File: src/rtl/uart_rx_byte_if.sv
// uart_rx_byte_if
// Result bundle of the UART byte receiver, as seen by the command interpreter.
//   o_rx_byte   [7:0]  last correctly framed byte, held between strobes
//   o_new_byte         one-cycle strobe, o_rx_byte valid in the same cycle
//   o_frame_err        one-cycle strobe when a stop bit is sampled low
//   o_err_count [7:0]  saturating framing-error count
//   o_busy             receiver is inside a frame (not idle)
// Modports: master = receiver (drives everything), slave = consumer.
interface uart_rx_byte_if;
    logic [7:0] o_rx_byte;
    logic       o_new_byte;
    logic       o_frame_err;
    logic [7:0] o_err_count;
    logic       o_busy;

    modport master (
        output o_rx_byte,
        output o_new_byte,
        output o_frame_err,
        output o_err_count,
        output o_busy
    );

    modport slave (
        input o_rx_byte,
        input o_new_byte,
        input o_frame_err,
        input o_err_count,
        input o_busy
    );
endinterface

File: src/rtl/uart_rx_byte.sv
// uart_rx_byte
// 8N1, LSB-first UART receiver for the raw USB-UART RX pin. The line is
// double-flopped, the start edge is confirmed at mid start bit, and each data
// and stop bit is then sampled one full bit period later (i.e. mid-bit).
// Ports:
//   i_clk    system clock, rising edge
//   i_rst_n  asynchronous active-low reset
//   i_rx     raw serial line, idle high
//   rx_if    received byte / strobes / error count / busy (master side)
// Parameters:
//   CLKS_PER_BIT  clock cycles per UART bit (4..65535)
//   CNT_W         bit-timing counter width, must hold CLKS_PER_BIT-1
module uart_rx_byte #(
    parameter int CLKS_PER_BIT = 868,
    parameter int CNT_W        = 16
) (
    input  logic             i_clk,
    input  logic             i_rst_n,
    input  logic             i_rx,
    uart_rx_byte_if.master   rx_if
);

    typedef enum logic [2:0] {
        S_IDLE,
        S_START,
        S_DATA,
        S_STOP,
        S_BREAK
    } state_t;

    localparam logic [CNT_W-1:0] HALF_LAST = CNT_W'(CLKS_PER_BIT / 2 - 1);
    localparam logic [CNT_W-1:0] BIT_LAST  = CNT_W'(CLKS_PER_BIT - 1);
    localparam logic [CNT_W-1:0] CNT_ONE   = CNT_W'(1);

    logic             rx_meta;
    logic             rx_s;

    state_t           state, state_nx;
    logic [CNT_W-1:0] cnt, cnt_nx;
    logic [2:0]       bit_idx, bit_idx_nx;
    logic [7:0]       shift_reg, shift_nx;
    logic [7:0]       rx_byte_q, rx_byte_nx;
    logic             new_byte_q, new_byte_nx;
    logic             frame_err_q, frame_err_nx;
    logic [7:0]       err_count_q, err_count_nx;

    // Two-flop synchronizer; resets to the idle (high) line level so a reset
    // never looks like a start edge.
    always_ff @(posedge i_clk or negedge i_rst_n) begin
        if (!i_rst_n) begin
            rx_meta <= 1'b1;
            rx_s    <= 1'b1;
        end else begin
            rx_meta <= i_rx;
            rx_s    <= rx_meta;
        end
    end

    // State and datapath registers; all next values come from the
    // combinational block below.
    always_ff @(posedge i_clk or negedge i_rst_n) begin
        if (!i_rst_n) begin
            state       <= S_IDLE;
            cnt         <= '0;
            bit_idx     <= 3'd0;
            shift_reg   <= 8'h00;
            rx_byte_q   <= 8'h00;
            new_byte_q  <= 1'b0;
            frame_err_q <= 1'b0;
            err_count_q <= 8'h00;
        end else begin
            state       <= state_nx;
            cnt         <= cnt_nx;
            bit_idx     <= bit_idx_nx;
            shift_reg   <= shift_nx;
            rx_byte_q   <= rx_byte_nx;
            new_byte_q  <= new_byte_nx;
            frame_err_q <= frame_err_nx;
            err_count_q <= err_count_nx;
        end
    end

    // Frame sequencing. The start bit is only half a bit long in time so that
    // every later sample lands in the middle of its bit. Returning to idle at
    // mid-stop-bit leaves half a bit of margin to catch a back-to-back start.
    always_comb begin
        state_nx     = state;
        cnt_nx       = cnt;
        bit_idx_nx   = bit_idx;
        shift_nx     = shift_reg;
        rx_byte_nx   = rx_byte_q;
        new_byte_nx  = 1'b0;
        frame_err_nx = 1'b0;
        err_count_nx = err_count_q;

        case (state)
            S_IDLE: begin
                cnt_nx = '0;
                if (!rx_s) begin
                    state_nx = S_START;
                end
            end

            S_START: begin
                if (cnt == HALF_LAST) begin
                    cnt_nx = '0;
                    if (!rx_s) begin
                        state_nx   = S_DATA;
                        bit_idx_nx = 3'd0;
                    end else begin
                        // Line went back high: a glitch, not a start bit.
                        state_nx = S_IDLE;
                    end
                end else begin
                    cnt_nx = cnt + CNT_ONE;
                end
            end

            S_DATA: begin
                if (cnt == BIT_LAST) begin
                    cnt_nx            = '0;
                    shift_nx[bit_idx] = rx_s;
                    if (bit_idx == 3'd7) begin
                        state_nx = S_STOP;
                    end else begin
                        bit_idx_nx = bit_idx + 3'd1;
                    end
                end else begin
                    cnt_nx = cnt + CNT_ONE;
                end
            end

            S_STOP: begin
                if (cnt == BIT_LAST) begin
                    cnt_nx = '0;
                    if (rx_s) begin
                        rx_byte_nx  = shift_reg;
                        new_byte_nx = 1'b1;
                        state_nx    = S_IDLE;
                    end else begin
                        frame_err_nx = 1'b1;
                        if (err_count_q != 8'hFF) begin
                            err_count_nx = err_count_q + 8'd1;
                        end
                        state_nx = S_BREAK;
                    end
                end else begin
                    cnt_nx = cnt + CNT_ONE;
                end
            end

            S_BREAK: begin
                // A held-low line must not be re-read as endless 0x00 frames,
                // so wait for the line to recover before arming again.
                cnt_nx = '0;
                if (rx_s) begin
                    state_nx = S_IDLE;
                end
            end

            default: begin
                state_nx = S_IDLE;
                cnt_nx   = '0;
            end
        endcase
    end

    assign rx_if.o_rx_byte   = rx_byte_q;
    assign rx_if.o_new_byte  = new_byte_q;
    assign rx_if.o_frame_err = frame_err_q;
    assign rx_if.o_err_count = err_count_q;
    assign rx_if.o_busy      = (state != S_IDLE);

endmodule

File: src/flat_wrapper.sv
// flat-port wrapper written by rule: the top's interface ports become plain ports
module uart_rx_byte_flat 
#(
    parameter int CLKS_PER_BIT = 868,
    parameter int CNT_W        = 16
)
  (i_clk, i_rst_n, i_rx, rx_if_o_rx_byte, rx_if_o_new_byte, rx_if_o_frame_err, rx_if_o_err_count, rx_if_o_busy);
  uart_rx_byte_if rx_if_i ();
  input  logic i_clk;
  input  logic i_rst_n;
  input  logic i_rx;
  output wire logic [$bits(rx_if_i.o_rx_byte)-1:0] rx_if_o_rx_byte;
  output wire logic [$bits(rx_if_i.o_new_byte)-1:0] rx_if_o_new_byte;
  output wire logic [$bits(rx_if_i.o_frame_err)-1:0] rx_if_o_frame_err;
  output wire logic [$bits(rx_if_i.o_err_count)-1:0] rx_if_o_err_count;
  output wire logic [$bits(rx_if_i.o_busy)-1:0] rx_if_o_busy;
  assign rx_if_o_rx_byte = rx_if_i.o_rx_byte;
  assign rx_if_o_new_byte = rx_if_i.o_new_byte;
  assign rx_if_o_frame_err = rx_if_i.o_frame_err;
  assign rx_if_o_err_count = rx_if_i.o_err_count;
  assign rx_if_o_busy = rx_if_i.o_busy;
  uart_rx_byte #(.CLKS_PER_BIT(CLKS_PER_BIT), .CNT_W(CNT_W)) u_core (.i_clk(i_clk), .i_rst_n(i_rst_n), .i_rx(i_rx), .rx_if(rx_if_i));
endmodule
File: config.mk
export PLATFORM = sky130hd
export DESIGN_NAME = uart_rx_byte_flat
export DESIGN_NICKNAME = d
export VERILOG_FILES = /design/src/rtl/uart_rx_byte_if.sv /design/src/rtl/uart_rx_byte.sv /design/src/flat_wrapper.sv
export SDC_FILE = /design/constraint.sdc
export NUM_CORES = 1
export LEC_CHECK = 0
export CELL_PAD_IN_SITES_DETAIL_PLACEMENT = 1
export CELL_PAD_IN_SITES_GLOBAL_PLACEMENT = 1
export CORE_UTILIZATION = 45
export CTS_CLUSTER_DIAMETER = 150
export DETAILED_ROUTE_END_ITERATION = 12
export PLACE_DENSITY = 0.85
export SLEW_MARGIN = 20
export SYNTH_ARGS = -nofsm -noshare
export SYNTH_HDL_FRONTEND = slang
export SYNTH_SLANG_ARGS = --single-unit
File: constraint.sdc
create_clock -name i_clk -period 2.8 [get_ports i_clk]
set_clock_uncertainty 0.2 [all_clocks]
set_input_delay 0.42 -clock i_clk [delete_from_list [all_inputs] [get_ports i_clk]]
set_output_delay 0.42 -clock i_clk [all_outputs]
set_load 0.01 [all_outputs]
# --- After elaboration in Yosys (flattened, before gate mapping) ---
# Index checks and enable logic that the tools add are counted.
totals:
  elab_cells: 68
  regBits: 50
  inputBits: 3
op_classes:
  n_reduce_logical: 10
  n_lt_le_gt_ge: 2
  add_sub_neg: 3
  eq_ne: 16
  n_bitwise: 1
  n_mux: 26
ops:
  columns: ["cell", "n"]
  rows:
  - ["3-bit 2-to-1 mux", 11]
  - ["16-bit 2-to-1 mux", 2]
  - ["16-bit case mux with 2 select lines", 1]
  - ["16-bit by 1-bit adder with 16-bit output (second input constant)", 1]
  - ["16-bit by 10-bit equality test with 1-bit output (second input constant)", 1]
  - ["16-bit by 9-bit equality test with 1-bit output (second input constant)", 1]
  - ["3-bit case mux with 5 select lines", 1]
  - ["2-bit by 1-bit != test with 1-bit output (second input constant)", 5]
  - ["8-bit by 1-bit adder with 8-bit output (second input constant)", 1]
  - ["8-bit bitwise mux", 1]
  - ["8-bit != test (second input constant)", 1]
  - ["1-bit 2-to-1 mux", 7]
  - ["3-bit by 2-bit equality test with 1-bit output (second input constant)", 2]
  - ["3-bit equality test (second input constant)", 2]
  - ["2-bit != test (second input constant)", 3]
  - ["3-bit case mux with 2 select lines", 1]
  - ["6-bit AND reduction", 1]
  - ["5-bit AND reduction", 1]
  - ["3-bit by 4-bit < comparator with 1-bit output (second input constant)", 1]
  - ["4-bit AND reduction", 1]
  - ["3-bit by 1-bit adder with 3-bit output (second input constant)", 1]
  - ["1-bit demux with 3-bit select", 1]
  - ["3-bit by 1-bit equality test with 1-bit output (second input constant)", 1]
  - ["3-bit by 1-bit greater-or-equal comparator with 1-bit output (second input constant)", 1]
  - ["9 further kinds", 9]

# --- Longest topological paths before layout ---
logic_depth:
  ltp_word: 5
  depth_mapped: 7
  depth_no_buf: 6

# --- Worst setup path after synthesis ---
# OpenSTA, ideal clock, no wires.
synth_path:
  kind: "register to register"
  startpoint: "register u_core.cnt[0]"
  endpoint: "register u_core.rx_byte_q[0] (netlist: u_core.rx_if.o_rx_byte[0])"
  synth_period_minus_slack_ps: 2187
  setup_ps: 125
  arrival_time_ps: 1863
  path_stages_with_launch: 8
  setup_slack_ps: 613
  path_buffers: 2
  path_cell_list: "dfrtp_1 > ha_1 > nor3b_1 > and4_1 > buf_2 > and3_1 > buf_4 > mux2_2"
synth_via:
  elab_chain_len: 2
synth_rtl:
  columns: ["element", "line_no", "text"]
  rows:
  - ["start: declaration", "uart_rx_byte.sv:39", "logic [CNT_W-1:0] cnt, cnt_nx;"]
  - ["start signal: assignment", "uart_rx_byte.sv:73", "cnt <= cnt_nx;"]
  - ["16-bit by 10-bit equality test with 1-bit output", "uart_rx_byte.sv:134", "if (cnt == BIT_LAST) begin"]
  - ["3-bit AND reduction (no source line)", null, null]
  - ["end signal: assignment", "uart_rx_byte.sv:76", "rx_byte_q <= rx_byte_nx;"]
  - ["end: declaration", "uart_rx_byte.sv:42", "logic [7:0] rx_byte_q, rx_byte_nx;"]
# Every way passes these cells.
# A chain may end at the register's enable or synchronous reset.

# --- Worst setup path after layout ---
layout_path:
  startpoint: "register u_core.cnt[0]"
  endpoint: "register u_core.bit_idx[0]"
layout_via:
  elab_chain_len: 3
  word_cells_on_any_way: 5
layout_rtl:
  columns: ["element", "line_no", "text"]
  rows:
  - ["16-bit by 10-bit equality test with 1-bit output / 16-bit by 9-bit equality test with 1-bit output (equally long branches)", "uart_rx_byte.sv:120, uart_rx_byte.sv:105", null]
  - ["2-bit by 1-bit != test with 1-bit output (no source line)", null, null]
  - ["5-bit AND reduction (no source line) *", null, null]
  - ["end signal: assignment", "uart_rx_byte.sv:74", "bit_idx <= bit_idx_nx;"]
  - ["end: declaration", "uart_rx_byte.sv:40", "logic [2:0] bit_idx, bit_idx_nx;"]
# Every way passes the cells marked *; elsewhere a longest branch is shown, timed or not.

==> results.md <==
- Reg-to-reg endpoint: u_core.bit_idx[0]
- Share of cells above drive strength 1: 0.165
- Starting DRT DRC Count: 97
- Placed cell area: between 2000 and 3000 sq um
- Peak Freq: roughly 410 MHz
- Slew margin rel.: 0.608
- Clock Latency Late Sink: around 0.31 ns
- Max Slew Vio Count: 0
- Sequential area share after synthesis: 0.510
- CTS root buf: clkbuf_8
- VDD IR-drop max: about 0.21 mV
- Post-route cell area: about 2800 sq um
- Layout net count: 250
- Fillers: ~560
- Initial antenna violation count: 0
- Pwr Density: ~420 nW/um^2
- Syn. warnings: 0
- Commonest non-fill, non-tap cell in the layout: dfrtp_1
- Antenna cells: 0
- Worst path arrival time: 2.42 ns
- Area Overhead vs Synth: 15.1%
- Worst Max-Slew Pin Slew: ~0.59 ns
- DP HPWL: roughly 3900 microns
- Synth Instances: 218
- Crit. Startpoint: u_core.cnt[0]
- Die W: around 76 microns
- Crit path time final: between 2 and 2.5 ns
- Via Count: between 1500 and 2000
- GRT overflow: 0
- Status: completed
- CTS Buffer Depth: 2
- Via density per instance: just under 6
- FF-to-FF Start: u_core.cnt[0]
- Tightest Hold Check Type: reg2reg
- Unrepaired setup endpoints after global routing: false
- Number of remaining DRC errors: 0
- Post-placement cell count: about 300
- ANT nets after route: 0
- WP data required: roughly 2.8 ns
- Most flops, register: u_core.cnt
- Crit share post-route: 0.875
- Setup CP Type: reg2reg
- Leakage: 1.24 nW
- CTS tree: yes
- Crit-path max FO: 7
- Setup TNS: 0 ns
- # Max-Cap Violations: 0
- I/O Buffers: 21
- Vert. Die Dim: 75.9 microns
- Avg Cell Area, Syn: 11.3 sq um
- Synthesized flop and latch total: 50
- Post-Layout Cell Count: 313
- Max reg flops: 16
- # setup viols final: 0
- Crit end category: flop
- # rows: 26
- Die ar.: a little under 6000 sq um
- 1st-pass router iterations: 4
- Critical Path End: u_core.bit_idx[0]
- TritonCTS sink count: 50
- Post-DR wirelength/cell: between 15 and 20 microns
- Pin count of the biggest net entering global routing: 28
- Final Util: 0.547
- Worst R2R Setup Slack: between 0.3 and 0.4 ns
- Reg clk slew, reported paths: 0.09 ns
- TritonCTS Buffers: 5
- Htree depth: 2
- Critical Path Start Type: flop
- GPL Wtd Cong: approximately 0.8
- Final Hold Fails: 0
- WL final: roughly 5600 microns
- Post-Syn Nets: 226
- Post-Syn Area: around 2500 sq um
- Top-level I/O count: 22
- Reg2reg path depth: 5
- Total global-route track usage: 0.223
- Synth cell types: 40
- Most frequent cells in the layout: 48 x dfrtp_1, 24 x nor2_1, 20 x clkdlybuf4s50_1
- Vias in the first global route: between 1500 and 2000
- First-pass GRT wire length: 9180 microns
- Starting Density: 0.475
- Core box area: between 5000 and 6000 sq um
final cells by class:
class	count	area, sq um	share of cell area
Sequential cell	50	1250	0.443
Multi-Input combinational cell	153	1120	0.397
Timing Repair Buffer	27	253	0.0894
Tap cell	70	87.6	0.0310
Clock buffer	7	86.3	0.0305
Inverter	5	18.8	0.00664
Clock inverter	1	5.00	0.00177
worst min-delay path by stage:
stage,from,end,slack (ns),cells after the start
finish,u_core.rx_meta,u_core.rx_s,0.16,0
floorplan,i_rst_n,u_core.bit_idx[0],-0.08,0
global route,u_core.rx_meta,u_core.rx_s,0.16,0
CTS,u_core.rx_meta,u_core.rx_s,0.16,0
global placement,u_core.rx_meta,u_core.rx_s,0.15,0
detailed placement,u_core.rx_meta,u_core.rx_s,0.15,0
per-stage QoR:
stage | setup WS, ns | power (mW) | hold WS [ns]
6_report | 0.349 | 1.19 | 0.159
5_1_grt | 0.183 | 1.22 | 0.164
4_1_cts | 0.366 | 1.20 | 0.161
3_5_place_dp | 0.406 | 0.766 | 0.148
3_3_place_gp | 0.489 | 0.766 | 0.147
2_1_floorplan | 0.613 | 0.745 | -0.0756
cells in the mapped netlist (all sizes together):
cell type   n  area share
a21oi       3      0.0061
a22oi       2      0.0081
a311oi      1       0.011
a41oi       2      0.0071
and2        1      0.0025
and3        5       0.013
and3b       1      0.0036
and4        4       0.014
buf         5       0.017
clkbuf      5      0.0076
dfrtp      48        0.49
dfstp       2       0.021
ha          5       0.025
inv         5      0.0076
mux2       19       0.089
nand2      11       0.018
nand2b      2      0.0051
nand3      12       0.024
nand4      10       0.025
nand4b      3       0.011
nor2       24       0.037
nor2b       2      0.0051
nor3        8       0.016
nor3b       3      0.0092
nor4        8       0.033
nor4bb      1      0.0041
o21ai       1      0.0020
o2bb2ai     1      0.0036
o32ai       1      0.0036
or3         1      0.0025
or4         2      0.0076
xnor2      19       0.068
xor2        1      0.0036
logic make-up after synthesis:
logic type,after synthesis,share of synthesized area
AND/OR/NAND/NOR,98,0.231
flip-flops,50,0.510
XOR/XNOR,20,0.0713
multiplexers,19,0.0886
buffers and inverters,15,0.0326
AO/OA/AOI/OAI,11,0.0412
adder cells (fa/ha/maj),5,0.0255
power breakdown:
group | leakage [nW] | total (mW) | switching, mW | internal [mW]
Sequential | 0.677 | 0.728 | 0.00357 | 0.724
Combinational | 0.517 | 0.0240 | 0.0176 | 0.00640
Clock | 0.0482 | 0.439 | 0.239 | 0.200
metal layers:
| layer | share of wire | vias up | global-route usage |
|---|---|---|---|
| met2 | 0.52 | 42 | 0.387 |
| met3 | 0.041 | 14 | 0.0437 |
| met4 | 0.026 | 0 | 0.101 |
| met1 | 0.41 | 930 | 0.267 |
| met5 | 0 | - | 0 |
| li1 | - | 825 | - |
critical path, stage by stage (launching register included):
cell and delay [ns]:
dfrtp_1 0.42, ha_1 0.23, nor3b_1 0.38, nand3_1 0.32
o32ai_1 0.59, o21ai_0 0.17
repair_timing:
action                                 CTS  global route
gates resized for setup                  0             0
endpoints found under the hold margin   25             0
hold buffers                             1             0
buffers inserted                         0             0
(Power assumes the default switching activity.)
